File: src/rtl/fb_pkg.sv
// Shared definitions for the framebuffer arbiter: grant states and starvation limit.
package fb_pkg;

  // Which RAM operation the arbiter drives in the following cycle.
  typedef enum logic [1:0] {
    G_IDLE  = 2'd0,
    G_READ  = 2'd1,
    G_WRITE = 2'd2
  } grant_e;

  // Number of consecutive full-and-blocked cycles that flags starvation.
  localparam int STARVE_LIMIT = 256;
  localparam int STARVE_CNT_W = $clog2(STARVE_LIMIT);

endpackage : fb_pkg

File: src/rtl/fb_wr_fifo.sv
// Write-offer FIFO between the PPU and the framebuffer arbiter.
// No bypass paths: a push into an empty FIFO is not visible at the pop
// side until the next cycle, and a full FIFO refuses pushes even while popping.
module fb_wr_fifo
  import fb_pkg::*;
#(
  parameter int ADDR_W = 15,
  parameter int DATA_W = 2,
  parameter int DEPTH  = 4,
  localparam int PTR_W = $clog2(DEPTH),
  localparam int LVL_W = $clog2(DEPTH) + 1
) (
  input  logic              clk,
  input  logic              rst_n,
  input  logic              push,
  input  logic [ADDR_W-1:0] push_addr,
  input  logic [DATA_W-1:0] push_data,
  input  logic              pop,
  output logic [ADDR_W-1:0] pop_addr,
  output logic [DATA_W-1:0] pop_data,
  output logic              full,
  output logic              empty,
  output logic [LVL_W-1:0]  level
);

  logic [ADDR_W-1:0] r_addr_mem [DEPTH];
  logic [DATA_W-1:0] r_data_mem [DEPTH];
  logic [PTR_W-1:0]  r_wr_ptr;
  logic [PTR_W-1:0]  r_rd_ptr;
  logic [LVL_W-1:0]  r_level;
  logic              w_push_ok;
  logic              w_pop_ok;

  assign full      = (r_level == LVL_W'(DEPTH));
  assign empty     = (r_level == '0);
  assign level     = r_level;
  assign w_push_ok = push && !full;
  assign w_pop_ok  = pop && !empty;
  assign pop_addr  = r_addr_mem[r_rd_ptr];
  assign pop_data  = r_data_mem[r_rd_ptr];

  // Storage write on accepted push.
  // NOTE: the storage array has no reset; occupancy is tracked by r_level, so stale entries are never observed.
  always_ff @(posedge clk) begin
    if (w_push_ok) begin
      r_addr_mem[r_wr_ptr] <= push_addr;
      r_data_mem[r_wr_ptr] <= push_data;
    end
  end

  // Pointer and occupancy bookkeeping; pointers wrap naturally at DEPTH.
  // NOTE: sequential state uses non-blocking assignments so every flop samples pre-edge values.
  always_ff @(posedge clk or negedge rst_n) begin
    if (!rst_n) begin
      r_wr_ptr <= '0;
      r_rd_ptr <= '0;
      r_level  <= '0;
    end else begin
      if (w_push_ok) r_wr_ptr <= r_wr_ptr + 1'b1;
      if (w_pop_ok)  r_rd_ptr <= r_rd_ptr + 1'b1;
      case ({w_push_ok, w_pop_ok})
        2'b10:   r_level <= r_level + 1'b1;
        2'b01:   r_level <= r_level - 1'b1;
        default: r_level <= r_level;
      endcase
    end
  end

endmodule : fb_wr_fifo

File: src/rtl/fb_arbiter.sv
// Single-port framebuffer RAM arbiter: scanout reads have strict priority,
// PPU writes are buffered in a FIFO and drained on cycles without a read.
// All RAM-side outputs are registered; read data returns two cycles after rd_req.
module fb_arbiter
  import fb_pkg::*;
#(
  parameter int ADDR_W     = 15,
  parameter int DATA_W     = 2,
  parameter int FIFO_DEPTH = 4,
  localparam int LVL_W     = $clog2(FIFO_DEPTH) + 1
) (
  input  logic              clk,
  input  logic              rst_n,
  input  logic              rd_req,
  input  logic [ADDR_W-1:0] rd_addr,
  output logic              rd_valid,
  output logic [DATA_W-1:0] rd_data,
  input  logic              wr_valid,
  output logic              wr_ready,
  input  logic [ADDR_W-1:0] wr_addr,
  input  logic [DATA_W-1:0] wr_data,
  output logic              mem_en,
  output logic              mem_we,
  output logic [ADDR_W-1:0] mem_addr,
  output logic [DATA_W-1:0] mem_wdata,
  input  logic [DATA_W-1:0] mem_rdata,
  output logic [LVL_W-1:0]  fifo_level,
  output logic              starve
);

  grant_e                  r_state;
  logic                    r_mem_en;
  logic                    r_mem_we;
  logic [ADDR_W-1:0]       r_mem_addr;
  logic [DATA_W-1:0]       r_mem_wdata;
  logic                    r_rd_valid;
  logic [DATA_W-1:0]       r_rd_data;
  logic [STARVE_CNT_W-1:0] r_starve_cnt;
  logic                    r_starve;

  logic                    w_full;
  logic                    w_empty;
  logic                    w_pop;
  logic                    w_starve_cond;
  logic [ADDR_W-1:0]       w_pop_addr;
  logic [DATA_W-1:0]       w_pop_data;

  // A write drains only on cycles without a scanout request.
  assign w_pop         = !rd_req && !w_empty;
  assign w_starve_cond = w_full && rd_req;
  assign wr_ready      = !w_full;

  assign mem_en    = r_mem_en;
  assign mem_we    = r_mem_we;
  assign mem_addr  = r_mem_addr;
  assign mem_wdata = r_mem_wdata;
  assign rd_valid  = r_rd_valid;
  assign rd_data   = r_rd_data;
  assign starve    = r_starve;

  fb_wr_fifo #(
    .ADDR_W (ADDR_W),
    .DATA_W (DATA_W),
    .DEPTH  (FIFO_DEPTH)
  ) u_wr_fifo (
    .clk       (clk),
    .rst_n     (rst_n),
    .push      (wr_valid),
    .push_addr (wr_addr),
    .push_data (wr_data),
    .pop       (w_pop),
    .pop_addr  (w_pop_addr),
    .pop_data  (w_pop_data),
    .full      (w_full),
    .empty     (w_empty),
    .level     (fifo_level)
  );

  // Grant FSM: decide this cycle, drive the registered RAM port next cycle.
  always_ff @(posedge clk or negedge rst_n) begin
    if (!rst_n) begin
      r_state     <= G_IDLE;
      r_mem_en    <= 1'b0;
      r_mem_we    <= 1'b0;
      r_mem_addr  <= '0;
      r_mem_wdata <= '0;
    end else if (rd_req) begin
      r_state    <= G_READ;
      r_mem_en   <= 1'b1;
      r_mem_we   <= 1'b0;
      r_mem_addr <= rd_addr;
    end else if (!w_empty) begin
      r_state     <= G_WRITE;
      r_mem_en    <= 1'b1;
      r_mem_we    <= 1'b1;
      r_mem_addr  <= w_pop_addr;
      r_mem_wdata <= w_pop_data;
    end else begin
      r_state  <= G_IDLE;
      r_mem_en <= 1'b0;
      r_mem_we <= 1'b0;
    end
  end

  // Capture RAM read data in the cycle the read is on the port.
  always_ff @(posedge clk or negedge rst_n) begin
    if (!rst_n) begin
      r_rd_valid <= 1'b0;
      r_rd_data  <= '0;
    end else begin
      r_rd_valid <= (r_state == G_READ);
      if (r_state == G_READ) r_rd_data <= mem_rdata;
    end
  end

  // Starvation watchdog: consecutive full-and-blocked cycles; flag is sticky.
  always_ff @(posedge clk or negedge rst_n) begin
    if (!rst_n) begin
      r_starve_cnt <= '0;
      r_starve     <= 1'b0;
    end else if (w_pop || !w_starve_cond) begin
      r_starve_cnt <= '0;
    end else if (r_starve_cnt == STARVE_CNT_W'(STARVE_LIMIT - 1)) begin
      r_starve <= 1'b1;
    end else begin
      r_starve_cnt <= r_starve_cnt + 1'b1;
    end
  end

endmodule : fb_arbiter

File: config.mk
export PLATFORM = sky130hd
export DESIGN_NAME = fb_arbiter
export DESIGN_NICKNAME = d
export VERILOG_FILES = /design/src/rtl/fb_pkg.sv /design/src/rtl/fb_wr_fifo.sv /design/src/rtl/fb_arbiter.sv
export SDC_FILE = /design/constraint.sdc
export NUM_CORES = 1
export LEC_CHECK = 0
export CORE_MARGIN = 4
export CORE_UTILIZATION = 60
export CTS_BUF_LIST = sky130_fd_sc_hd__clkbuf_4 sky130_fd_sc_hd__clkbuf_8
export DETAILED_ROUTE_END_ITERATION = 8
export PLACE_DENSITY = 0.95
export SYNTH_ARGS = -nofsm -noshare
export SYNTH_HDL_FRONTEND = slang
export SYNTH_HIERARCHICAL = 1
export SYNTH_SLANG_ARGS = --single-unit
File: constraint.sdc
create_clock -name clk -period 3.25 [get_ports clk]
set_clock_uncertainty 0.05 [all_clocks]
set_input_delay 0.4875 -clock clk [delete_from_list [all_inputs] [get_ports clk]]
set_output_delay 0.4875 -clock clk [all_outputs]
set_load 0.01 [all_outputs]
==> out/metrics.yaml <==
status: "completed"
routed_via_density: 5.68
routed_wl_um: 8180
place_area_um2: 5100
fin_area_um2: 5350
p_total_mw: 4.19
dieArea_um2: 8740
rows: 30
async_flop_share_pct: 36.4
end_kind: "output pin"
synth_edf_count: 68
fin_nets: 369
ant_nets: 0
start_util_pct: 63.1
cts_setup_buffers: 0
cts_hold_buf: 0
pwr_density_cell_nw_per_um2: 783
synth_nets: 298
ctsLongestPathBuffers: 2
ys_ff_latch: 107
coreArea_um2: 6940
fin_crit_sh_pct: 71.0
wl_per_cell_um: 19.2
gp_congestion: 0.826
grt_pass1_wl_um: 13500
synth_top_family_by_area: "multiplexers"
cts_made_buffers: 9
cts_root_buffer: "clkbuf_8"
syn_area_um2: 4380
rsz0062_at_grt: "no"
tritoncts: "built"
grt_max_degree: 40
dp_hpwl_um: 5460
setup_ws_ns: 0.941
diodes: 0
fillers: 385
synthAdderAreaFrac_pct: 2.17
synthMuxAreaShare_pct: 14.7
drv_cap: 0
finalHoldViolations: 0
crit_path_cell_trace: "nor3b_2 > inv_1 > clkdlybuf4s50_1"
pin_count: 65
grt_util_all_layers_pct: 20.9
htree_levels: 3
first_iter_violations: 118
dieHeight_um: 93.5
slowest_delay_ns: 0.48
vias: 2415
cp-start-kind: "flip-flop"
grt_overflow: 0
ir_drop_mv: 0.449
synth.distinct_cells: 46
grt_pass1_vias: 2554
yosysSeqAreaShare_pct: 68.8
slowest_stage: "dfrtp_1"
worst_pin_slew_ns: 0.891
worstPathRequired_ns: 2.71
antenna_found_initial: 0
firstDrtPassIters: 4
worstHoldPathType: "input port to asynchronous set/reset pin"
worstPathMaxFanout: 6
synth_xor_area_share_pct: 1.20
synth_compound_area_share_pct: 4.14
final_cell_mix: "edfxtp_1, clkdlybuf4s50_1, dfrtp_1"
fin_crit_ns: 2.31
ys_warn_count: 6
report.final.slew_viol_count: 0
die_w_um: 93.5
ys.flop_type: "edfxtp_1"
clock_sinks: 107
post-route-drc-count: 0
crit_type: "flip-flop to output pin"
clkTransAtPathRegs_ns: 0.11
yosys.area_share.simple_pct: 6.28
drive_gt1_share_pct: 14.9
cts_resized: 0
final_common_cell: "edfxtp_1"
area_delta_synth_final_pct: 22.0
postSynthAreaPerCell_um2: 17.3
regToRegSetupSlack_ns: 0.98
setup_violations: 0
relSlewSlack_pct: 40.6
clkLatencyLatePin_ns: 0.37
syn_inst: 253
finalSetupTns_ns: 0
port_buffers: 64
dp_slack_ns: 0.684
crit_arrival_ns: 1.77
leakage_nw: 1.98
holdWs_ns: 0.180
fmax_ghz: 0.433
[synth_stat cells (3+ instances only)]
master / count / area share, %
mux2i_1: 17 / 3.9
clkbuf_1: 3 / 0.26
nand2_1: 16 / 1.4
a31oi_1: 4 / 0.57
mux4_1: 9 / 5.4
mux4_2: 8 / 4.1
mux2_2: 5 / 1.3
and2_1: 4 / 0.57
o21ai_0: 14 / 1.6
dfrtp_1: 39 / 22
ha_1: 6 / 1.7
nor2_1: 3 / 0.26
edfxtp_1: 68 / 47
inv_1: 7 / 0.60
nand3_1: 4 / 0.46
nor3_1: 3 / 0.34
xnor2_1: 3 / 0.60
xor2_1: 3 / 0.60
[power by group]
part / leakage [nW] / internal (mW) / switching [mW]
logic: 0.760 / 0.698 / 0.582
clock network: 0.122 / 0.457 / 0.478
registers: 1.10 / 1.78 / 0.191
total: 1.98 / 2.94 / 1.25
[metal layers]
layer  vias to the layer above  global-route usage [%]  wire [um]
li1                       1123                       -          -
met2                        79                    36.4       4550
met3                         9                    5.47        509
met4                         0                    7.08         95
met5                         -                       0          0
met1                      1204                    25.3       3020
[final cells by class]
cell class                      instances  area, um2  share of cell area (%)
Clock buffer                            9        124                    2.32
Timing Repair Buffer                   71        688                    12.9
Inverter                                7       26.3                   0.491
Tap cell                               96        120                    2.25
Clock inverter                          7        121                    2.27
Sequential cell                       107       3020                    56.4
Multi-Input combinational cell        128       1250                    23.4
[sequential cells by signal, indices dropped and copies added, names as in the netlist]
| name | count |
|---|---|
| u_wr_fifo/r_addr_mem | 60 |
| mem_addr | 15 |
| u_wr_fifo/r_rd_ptr | 2 |
| rd_valid | 1 |
| u_wr_fifo/r_data_mem | 8 |
| r_state | 1 |
| u_wr_fifo/r_wr_ptr | 2 |
| starve | 1 |
| rd_data | 2 |
| mem_wdata | 2 |
| u_wr_fifo/level | 3 |
| mem_we | 1 |
| r_starve_cnt | 8 |
| mem_en | 1 |
[path summary, 6_finish.rpt]
path	start	endpoint	cells past startpoint
min in group clk	mem_we	rd_valid	1
max reg2reg	u_wr_fifo/level[0]	u_wr_fifo/level[2]	9
max in group asynchronous	rst_n	r_starve_cnt[4]	1
min	rst_n	mem_addr[3]	1
max	u_wr_fifo/level[0]	wr_ready	3
min reg2reg	mem_we	rd_valid	1
[cell families (layout without fill, tap and decap cells)]
kind of cell	after synthesis	after routing
simple gates	47	47
flops	107	107
compound gates	29	29
xor+xnor	6	6
mux	39	39
buf+inv	18	94
fa+ha+maj	7	7
[metrics by stage]
stage / util [%] / std cells
CTS: 77.0 / 425
global route: 77.0 / 425
detailed placement: 73.5 / 409
floorplan: - / 253
finish: 77.0 / 425
global placement: 73.5 / 409
[worst max-delay path, delay by kind of cell, from the launching register on]
| kind | cells | cell delay (ns) |
|---|---|---|
| simple gates | 1 | 0.38 |
| buf+inv | 2 | 0.55 |
| flops | 1 | 0.48 |
Note: power is estimated with default switching activity, not from simulation.
